$ cat config.mk
export PLATFORM = sky130hd
export DESIGN_NAME = l80_intctrl
export DESIGN_NICKNAME = d
export VERILOG_FILES = /design/src/rtl/l80_intctrl_pkg.sv /design/src/rtl/l80_prio_enc.sv /design/src/rtl/l80_intctrl.sv
export SDC_FILE = /design/constraint.sdc
export NUM_CORES = 1
export LEC_CHECK = 0
export CAP_MARGIN = 20
export CORE_MARGIN = 2
export CORE_UTILIZATION = 28
export CTS_CLUSTER_SIZE = 10
export DETAILED_ROUTE_END_ITERATION = 7
export GPL_TIMING_DRIVEN = 0
export HOLD_SLACK_MARGIN = 0.1
export SYNTH_ARGS = -nofsm -noshare
export SYNTH_HDL_FRONTEND = slang
export SYNTH_SLANG_ARGS = --single-unit
$ cat constraint.sdc
create_clock -name clock -period 1.35 [get_ports clock]
set_input_delay 0.135 -clock clock [delete_from_list [all_inputs] [get_ports clock]]
set_output_delay 0.135 -clock clock [all_outputs]
set_load 0.02 [all_outputs]
$ cat src/rtl/l80_intctrl_pkg.sv
// l80_intctrl_pkg: shared definitions for the light8080 interrupt controller.
//   state_t      - handshake FSM states
//   REG_*        - register select codes seen through the SOC I/O decode
//   RST_TMPL     - RST opcode template (11 nnn 111)
//   rst_opcode() - build the RST opcode for a 3-bit restart number
package l80_intctrl_pkg;

  typedef enum logic [1:0] {
    ST_IDLE = 2'd0,
    ST_REQ  = 2'd1,
    ST_ACK  = 2'd2
  } state_t;

  localparam logic [1:0] REG_MASK = 2'd0;
  localparam logic [1:0] REG_PEND = 2'd1;
  localparam logic [1:0] REG_STAT = 2'd2;

  localparam logic [7:0] RST_TMPL      = 8'hC7;
  localparam int         STAT_BUSY_BIT = 7;

  function automatic logic [7:0] rst_opcode(input logic [2:0] rst);
    return RST_TMPL | {2'b00, rst, 3'b000};
  endfunction

endpackage

$ cat src/rtl/l80_prio_enc.sv
// l80_prio_enc: lowest-index-wins priority encoder.
//   req   in  N  request vector (bit 0 highest priority)
//   valid out 1  any request set
//   idx   out 3  index of lowest set bit (0 when none)
module l80_prio_enc #(
  parameter int N = 4
) (
  input  logic [N-1:0] req,
  output logic         valid,
  output logic [2:0]   idx
);

  // Scan from the top down so the lowest set index is the last to write.
  always_comb begin
    valid = |req;
    idx   = '0;
    for (int i = N - 1; i >= 0; i--) begin
      if (req[i]) idx = 3'(i);
    end
  end

endmodule

$ cat src/rtl/l80_intctrl.sv
// l80_intctrl: vectored interrupt controller for the light8080 SOC.
// Latches rising edges of up to eight sources as pending, arbitrates by fixed
// priority (source 0 highest) and runs the intr/inta handshake, presenting an
// RST opcode on int_vec while the handshake is in progress.
//   clock, reset        system clock, synchronous active-high reset
//   irq_src             raw interrupt requests (edge triggered)
//   reg_sel/wr/rd/din   register window: MASK (RW), PEND (R/W1C), STAT (R)
//   reg_dout            registered read data
//   cpu_intr/inta/inte  CPU interrupt handshake
//   int_vec             RST opcode while busy, else 8'h00
module l80_intctrl
  import l80_intctrl_pkg::*;
#(
  parameter int NUM_SRC  = 4,
  parameter int BASE_RST = 1
) (
  input  logic               clock,
  input  logic               reset,
  input  logic [NUM_SRC-1:0] irq_src,
  input  logic [1:0]         reg_sel,
  input  logic               reg_wr,
  input  logic               reg_rd,
  input  logic [7:0]         reg_din,
  output logic [7:0]         reg_dout,
  output logic               cpu_intr,
  input  logic               cpu_inta,
  input  logic               cpu_inte,
  output logic [7:0]         int_vec
);

  logic [NUM_SRC-1:0] irq_s, irq_d, irq_rise;
  logic [NUM_SRC-1:0] pend, mask, eligible, w1c, ack_clr;
  state_t             state;
  logic [2:0]         win_idx, stat_idx, elig_idx;
  logic               elig_vld;
  logic [7:0]         stat_word, rd_data;

  assign irq_rise = irq_s & ~irq_d;
  assign eligible = pend & mask;
  assign w1c      = (reg_wr && reg_sel == REG_PEND) ? reg_din[NUM_SRC-1:0] : '0;

  // Pending bit of the winner is cleared on the cycle inta is first seen.
  always_comb begin
    for (int i = 0; i < NUM_SRC; i++)
      ack_clr[i] = (state == ST_REQ) && cpu_inta && (win_idx == 3'(i));
  end

  generate
    if (NUM_SRC < 8) begin : g_pad
      logic unused_din;
      assign unused_din = ^reg_din[7:NUM_SRC];
    end
  endgenerate

  l80_prio_enc #(.N(NUM_SRC)) u_prio (
    .req   (eligible),
    .valid (elig_vld),
    .idx   (elig_idx)
  );

  // Input sync, pending and mask. A new edge beats a clear in the same cycle.
  always_ff @(posedge clock) begin
    if (reset) begin
      irq_s <= '0;
      irq_d <= '0;
      pend  <= '0;
      mask  <= '0;
    end else begin
      irq_s <= irq_src;
      irq_d <= irq_s;
      pend  <= (pend & ~w1c & ~ack_clr) | irq_rise;
      if (reg_wr && reg_sel == REG_MASK) mask <= reg_din[NUM_SRC-1:0];
    end
  end

  // Handshake FSM. win_idx is frozen for the whole REQ/ACK window.
  always_ff @(posedge clock) begin
    if (reset) begin
      state    <= ST_IDLE;
      cpu_intr <= 1'b0;
      win_idx  <= '0;
      stat_idx <= '0;
    end else begin
      case (state)
        ST_IDLE: if (elig_vld && cpu_inte) begin
          state    <= ST_REQ;
          win_idx  <= elig_idx;
          cpu_intr <= 1'b1;
        end
        ST_REQ: if (cpu_inta) begin
          state    <= ST_ACK;
          stat_idx <= win_idx;
          cpu_intr <= 1'b0;
        end
        ST_ACK: if (!cpu_inta) state <= ST_IDLE;
        default: begin
          state    <= ST_IDLE;
          cpu_intr <= 1'b0;
        end
      endcase
    end
  end

  assign int_vec = (state != ST_IDLE) ? rst_opcode(3'(BASE_RST) + win_idx) : 8'h00;

  always_comb begin
    stat_word                = '0;
    stat_word[STAT_BUSY_BIT] = (state != ST_IDLE);
    stat_word[2:0]           = stat_idx;
    case (reg_sel)
      REG_MASK: rd_data = 8'(mask);
      REG_PEND: rd_data = 8'(pend);
      REG_STAT: rd_data = stat_word;
      default:  rd_data = 8'h00;
    endcase
  end

  always_ff @(posedge clock) begin
    if (reset)       reg_dout <= 8'h00;
    else if (reg_rd) reg_dout <= rd_data;
  end

endmodule

# After elaboration in Yosys (flattened, before gate mapping)
# Cells that the tools add are included.
# classes
addsub	1
n_mul	0
n_div	0
order_cmp	0
eq_ne	10
n_shift	0
mux	14
bitwise_logic	9
reduce_logical	17
# op_table
op	n
$pmux 8 s3	1
$and 4x4->4	4
$mux 2	7
$not 4->4	3
$logic_and 1x1->1	8
$mux 8	1
$eq 3x2->1 const B	2
$ne 2x2->1 const B	3
$pmux 2 s3	1
$reduce_and 3->1	2
$eq 2x1->1 const B	2
$eq 2x2->1 const B	2
$logic_not 2->1	2
$mux 4	1
$or 4x4->4	1
$reduce_and 2->1	2
$reduce_or 4->1	1
$add 1x3->3 const A	1
$eq 3x1->1 const B	1
$logic_not 3->1	1
$pmux 1 s3	1
$mux 1	2
$reduce_bool 2->1	1
$not 1->1	1
# totals
register_bits	33
latch_bits	0
ram_bits	0
romBits	0
inputBits	20
out_inout_bits	17
word_cells	60
memories	0

# Depth between registers and ports, before layout
# Gate-level depths: netlist of run 1.
# depth
word_depth	7
ltp_mapped	5
ltp_nobuf	4

# Hierarchy
# A second synthesis of run 1 with hierarchy kept.
# unflattened
hier_cells	152
hier_area_um2	1396.3
# by_module_without_submodules
module	n_inst	cells_each	area_each_um2	seq_area_each_um2
l80_intctrl	1	143	1350.0	600.6
l80_prio_enc	1	9	46.3	0.0

# Worst setup path after synthesis of run 1
# OpenSTA, ideal clock, no wires.
# synth_path
kind	register to output
from	register win_idx[0]
to	output int_vec[4]
t_arrival_ns	1.046
t_required_ns	1.215
setup_slack_ns	0.169
path_stages_with_launch	4
path_buffers	0
path_cell_list	dfxtp_1 -> inv_1 -> ha_1 -> nor2b_1
# synth_between
elab_chain_cells	2
# synth_lines
element	line	source
from (decl)	l80_intctrl.sv:34	logic [2:0] win_idx, stat_idx, elig_idx;
from (signal assigned)	l80_intctrl.sv:87	win_idx <= elig_idx;
$add 1x3->3	l80_intctrl.sv:104	assign int_vec = (state != ST_IDLE) ? rst_opcode(3'(BASE_RST) + win_idx) : 8'h00;
$mux 8	l80_intctrl.sv:104	
to (decl)	l80_intctrl.sv:28	output logic [7:0] int_vec
# No other way between the ends.

# Worst setup path after layout of run 1
# Ends and elaborated chain as after synthesis.

==> results.json, run 1 <==
{
  "status": "finished with violations",
  "violations": "negative setup slack",
  "async_reset_ff_frac": 0,
  "swShare": 0.227,
  "setup_tns_ns": -0.00468,
  "yosys_warnings": 0,
  "use_met2": 0.194,
  "clock_latency_ns": 0.28,
  "cp-end-kind": "output port",
  "die_area_um2": 5260,
  "worst_slack_ns": -0.00468,
  "use_met3": 0.0222,
  "synth_area_leaders": "dfxtp_1, mux2i_1, nor2b_1",
  "synth_flop_cell": "dfxtp_1",
  "port_buffers": 26,
  "synth-seq-cells": 28,
  "crit_type": "reg -> out",
  "grt_most_used_layer": "met2",
  "numCtsBuffers": 3,
  "crit_arrival_ns": 1.22,
  "synth_top_area_frac": 0.426,
  "use_met1": 0.154,
  "postRouteAntennaNets": 0,
  "grt_max_degree": 17,
  "cp.required_ns": 1.22,
  "path_cells": "inv_4, ha_4, nor2b_4, buf_6",
  "cts_max_path_buffers": 2,
  "drc": 0,
  "hold_viol": 0,
  "routed_wl_mm": 3.00,
  "netlist_area_um2": 1320,
  "finalNetCount": 188,
  "avgViaCountPerCell": 4.77,
  "ys_seq_area_frac": 0.426,
  "start_util": 0.296,
  "drv_cap": 0,
  "io_pins": 37,
  "seqPwrFrac": 0.500,
  "hp-class": "in -> reg",
  "wl_per_cell_um": 14.0,
  "dieWidth_um": 72.5,
  "htreeDepth": 1,
  "syn_to_final_growth_pct": 36.1,
  "rsz0062_at_grt": "yes",
  "internal_power_mw": 1.35,
  "num_rows": 24,
  "grt_pass1_vias": 1013,
  "synth-edff-count": 0,
  "drtPass1Iterations": 4,
  "die_h_um": 72.5,
  "ir_drop_mv": 0.459,
  "clockPowerShare": 0.385,
  "powerDensity_nw_per_um2": 978,
  "combPwrFrac": 0.116,
  "clock_sinks": 28,
  "synth_cells": 125,
  "reg2reg_setup_slack_ns": 0.07,
  "fin_skew_ns": 0.00156,
  "slowest_delay_ns": 0.39,
  "min_path_cells": 3,
  "synthDistinctLibCells": 34,
  "finalSetupViolCount": 1,
  "antenna_cells": 0,
  "grt_overflow_total": 0,
  "hold_buffers": 0,
  "vias": 1026,
  "fin_util": 0.403,
  "worstPathMaxFanout": 3,
  "drive_gt1_frac": 0.325,
  "grt_usage": 0.121,
  "critPathBufInv": 2,
  "reg2regPathDepth": 4,
  "critical-path-top-delay-family": "flip-flops",
  "grt_antenna_before_repair": 0,
  "grt_pass1_wl_mm": 4.80,
  "cp_num_cells": 4,
  "cts_tree": "yes",
  "core_um2": 4440,
  "fmax_mhz": 738,
  "finalMaxSlewViolations": 0,
  "clock-root-buffer": "clkbuf_8",
  "drt_iter0_markers": 34,
  "routabilityCongestion": 0.849,
  "power_switching_mw": 0.397,
  "cpMaxStageDelayCell": "dfxtp_4",
  "fin_crit_sh": 1.00,
  "syn_avg_cell_area_um2": 10.5,
  "cts.clk_slew.worst_paths_ns": 0.09,
  "n_fill_cell": 448,
  "cp-start-kind": "flip-flop",
  "p_leak_nw": 0.786,
  "min_period_ns": 1.35,
  "yosysTopAreaCell": "dfxtp_1",
  "dp_hpwl_mm": 2.12
}
==> layout by cell type (no fill, tap or decap), drive strengths merged <==
cell	synthesis	routed
a22o	2	2
clkbuf	2	5
and3	1	1
bufinv	0	1
a32oi	1	1
nand2	4	4
a31oi	1	1
a2111oi	1	1
a311oi	1	1
a31o	1	1
clkdlybuf4s50	0	12
a22oi	4	4
dlygate4sd2	0	7
a32o	4	4
conb	1	3
ha	4	4
dfxtp	28	28
mux2i	13	13
o211ai	3	3
and2	1	1
inv	8	8
and3b	1	1
nor2	13	13
xor2	1	1
a21oi	2	2
nor3b	2	2
or3b	1	1
o21ai	1	1
nor2b	11	11
o211a	2	2
buf	11	24
==> stage by stage <==
step                instance area, um^2  hold slack (ns)  std cells  setup WS, ns  total power [mW]
finish                             1790            0.246        215      -0.00468              1.75
CTS                                1750            0.243        214       -0.0227              1.77
detailed placement                 1650            0.459        205        -0.357              1.10
floorplan                          1320            0.218        127         0.169              1.01
global route                       1790            0.262        215       -0.0622              1.83
global placement                   1650            0.453        205        -0.374              1.10
==> Yosys cell counts, types with 2 or more instances <==
cell type  instances
nor2_1            12
ha_1               4
dfxtp_1           28
a22o_1             2
clkbuf_1           2
a32o_2             4
buf_6              2
o211ai_1           2
nor2b_1           10
buf_4              8
a21oi_1            2
nand2_1            4
a22oi_2            4
mux2i_1           13
o211a_1            2
inv_1              8
==> power by group through the flow <==
stage | registers [mW] | clock network, mW | logic, mW
3_5_place_dp | 0.900 | 0 | 0.202
3_3_place_gp | 0.898 | 0 | 0.198
4_1_cts | 0.873 | 0.698 | 0.201
5_1_grt | 0.879 | 0.735 | 0.219
6_report | 0.875 | 0.673 | 0.202
2_1_floorplan | 0.899 | 0 | 0.116
==> state kept, by name, indices dropped and copies added (netlist names) <==
name and count:
reg_dout 5, irq_d 4, irq_s 4, mask 4
pend 4, stat_idx 2, state 2, win_idx 2
cpu_intr 1
==> worst min-delay path: stages <==
cell and delay (ns):
buf_4 0.14, o211ai_1 0.11, o211a_1 0.11
==> what timing repair did <==
| action | in CTS | in global routing |
|---|---|---|
| pin swaps | 1 | 2 |
| endpoints found under the setup margin | 14 | 4 |
| endpoints found under the hold margin | 0 | 0 |
| gates resized for setup | 50 | 7 |
| buffers inserted | 5 | 1 |
==> worst paths after layout <==
kind	start	end
worst min register to register	cpu_intr$_SDFFE_PP0P_	cpu_intr$_SDFFE_PP0P_
worst min-delay path	reg_sel[0]	reg_dout[0]$_SDFFE_PP0P_
worst max register to register	pend[2]$_SDFF_PP0_	win_idx[0]$_SDFFE_PP0P_
worst max-delay path	win_idx[0]$_SDFFE_PP0P_	int_vec[4]
==> cell type report <==
type                    instances  area, um^2  area share
plain buffers                  13        95.1      0.0531
clock buffers                   3        41.3      0.0231
clock inverters                 1        30.0      0.0168
inverters                       8        35.0      0.0196
multi-input cells              78         669       0.374
flip-flops and latches         28         576       0.322
well taps                      52        65.1      0.0364
repair buffers                 32         278       0.155
==> routing by layer <==
layer | vias to the layer above | wire (um)
met5 | - | 0
met4 | 0 | 69
met3 | 5 | 129
met2 | 26 | 1480
met1 | 495 | 1330
li1 | 500 | -
==> kinds of logic (layout without fill, tap and decap cells) <==
family                   Yosys count  count (layout)  share of synthesized area
multiplexers                      13              13                     0.0989
adder cells (fa/ha/maj)            4               4                     0.0381
AND/OR/NAND/NOR                   34              34                      0.156
XOR/XNOR                           1               1                    0.00666
buffers and inverters             21              57                     0.0951
flip-flops                        28              28                      0.426
AO/OA/AOI/OAI                     23              23                      0.176
other                              1               3                    0.00285
(Power assumes the default switching activity.)
==> inputs of run 2 (changes only) <==
PLACE_DENSITY_LB_ADDON = 0.2   (was unset)
==> results.json, run 2 (synthesis gave the netlist of run 1 again) <==
{
  "status": "finished with violations",
  "violations": "negative setup slack",
  "postRouteAntennaNets": 0,
  "finalSetupViolCount": 1,
  "routabilityCongestion": 0.741,
  "drv_cap": 0,
  "powerDensity_nw_per_um2": 980,
  "combPwrFrac": 0.116,
  "wl_per_cell_um": 13.1,
  "ir_drop_mv": 0.405,
  "min_period_ns": 1.36,
  "cts_tree": "yes",
  "clock_sinks": 28,
  "routed_wl_mm": 2.81,
  "fmax_mhz": 734,
  "drt_iter0_markers": 21,
  "drc": 0,
  "grt_max_degree": 17,
  "clockPowerShare": 0.383,
  "min_from": "reg_sel[0]",
  "cp.required_ns": 1.22,
  "port_buffers": 26,
  "whs_ns": 0.246,
  "whs_endpoint": "reg_dout[1]$_SDFFE_PP0P_",
  "path_cells": "inv_2, ha_4, nor2b_4, buf_6",
  "dp_hpwl_mm": 2.12,
  "hold_buffers": 0,
  "rsz0062_at_grt": "yes",
  "cp-start-kind": "flip-flop",
  "swShare": 0.223,
  "crit_arrival_ns": 1.23,
  "internal_power_mw": 1.36,
  "cts_max_path_buffers": 2,
  "grt_pass1_wl_mm": 4.57,
  "power_switching_mw": 0.390,
  "core_um2": 4440,
  "final_cell_mix": "dfxtp_1, mux2i_1, buf_4",
  "clock-root-buffer": "clkbuf_8",
  "worstPathMaxFanout": 6,
  "syn_to_final_growth_pct": 35.5,
  "drive_gt1_frac": 0.333,
  "vias": 1025,
  "min_path_cells": 3,
  "io_pins": 37,
  "seqPwrFrac": 0.501,
  "cpMaxStageDelayCell": "dfxtp_4",
  "num_rows": 24,
  "cp-end-kind": "output port",
  "die_h_um": 72.5,
  "fin_skew_ns": 0.00197,
  "crit_type": "reg -> out",
  "largest_reg_flops": 5,
  "hold_viol": 0,
  "grt_pass1_vias": 988,
  "hp-class": "in -> reg",
  "worstReg2RegEnd": "win_idx[0]$_SDFFE_PP0P_",
  "htreeDepth": 1,
  "slowest_delay_ns": 0.39,
  "total_power_mw": 1.75,
  "fin_crit_sh": 1.01,
  "final_common_cell": "dfxtp_1",
  "finalNetCount": 187,
  "regMostFlops": "reg_dout",
  "finalMaxSlewViolations": 0,
  "grt_antenna_before_repair": 0,
  "final_area_um2": 1780,
  "avgViaCountPerCell": 4.79,
  "reg2regPathDepth": 4,
  "grt_overflow_total": 0,
  "dieWidth_um": 72.5,
  "cts.clk_slew.worst_paths_ns": 0.10,
  "worst_slack_ns": -0.0119,
  "r2r_start": "pend[1]$_SDFF_PP0_",
  "numCtsBuffers": 3,
  "clock_latency_ns": 0.28,
  "die_area_um2": 5260,
  "drtPass1Iterations": 4,
  "start_util": 0.296,
  "antenna_cells": 0,
  "p_leak_nw": 0.773,
  "grt_usage": 0.112,
  "place_area_um2": 1650,
  "reg2reg_setup_slack_ns": 0.09
}
[run 2: worst max path at each step]
stage | from | endpoint | slack [ns] | depth (start not counted)
5_1_grt | win_idx[0]$_SDFFE_PP0P_ | int_vec[4] | -0.06 | 4
3_5_place_dp | win_idx[0]$_SDFFE_PP0P_ | int_vec[4] | -0.33 | 4
2_1_floorplan | win_idx[0]$_SDFFE_PP0P_ | int_vec[4] | 0.17 | 3
3_3_place_gp | win_idx[0]$_SDFFE_PP0P_ | int_vec[4] | -0.35 | 4
4_1_cts | win_idx[0]$_SDFFE_PP0P_ | int_vec[4] | -0.08 | 4
6_report | win_idx[0]$_SDFFE_PP0P_ | int_vec[4] | -0.01 | 4
[run 2: power groups by stage]
stage               sequential (mW)  combinational [mW]  clock, mW
floorplan                     0.899               0.116          0
CTS                           0.874               0.201      0.689
global route                  0.879               0.220      0.726
global placement              0.898               0.199          0
detailed placement            0.899               0.202          0
finish                        0.875               0.203      0.670
[run 2: metrics by stage]
stage	setup WS [ns]	setup TNS [ns]	util	instances
2_1_floorplan	0.169	0	-	127
3_3_place_gp	-0.347	-3.20	0.371	205
3_5_place_dp	-0.334	-3.66	0.371	205
4_1_cts	-0.0757	-0.0808	0.389	212
5_1_grt	-0.0611	-0.0978	0.401	214
6_report	-0.0119	-0.0119	0.401	214
[run 2: layer usage]
metal  GRT usage  wire length, um  share of wire  vias up
li1            -                -              -      500
met1       0.140             1250           0.44      492
met2       0.188             1380           0.49       28
met3      0.0222              139          0.049        5
met4      0.0432               42          0.015        0
met5           0                0              0        -
[run 2: area by class of cell]
cell class / count / area (um^2)
Buffer: 13 / 95.1
Multi-Input combinational cell: 78 / 659
Tap cell: 52 / 65.1
Fill cell: 458 / 2660
Clock inverter: 1 / 30.0
Inverter: 8 / 30.0
Timing Repair Buffer: 31 / 288
Clock buffer: 3 / 41.3
Sequential cell: 28 / 573
[run 2: what timing repair did]
item                       in CTS  in global routing
setup endpoints to repair      14                  7
pin swaps                       1                  1
gates resized for setup        47                 12
gates cloned                    0                  0
setup buffers                   3                  2
[run 2: critical path: cells and delay by family, from the launching register on]
family	cells	cell delay, ns
DFF	1	0.39
buffers and inverters	2	0.18
adders and majority gates	1	0.25
and+or+nand+nor	1	0.13
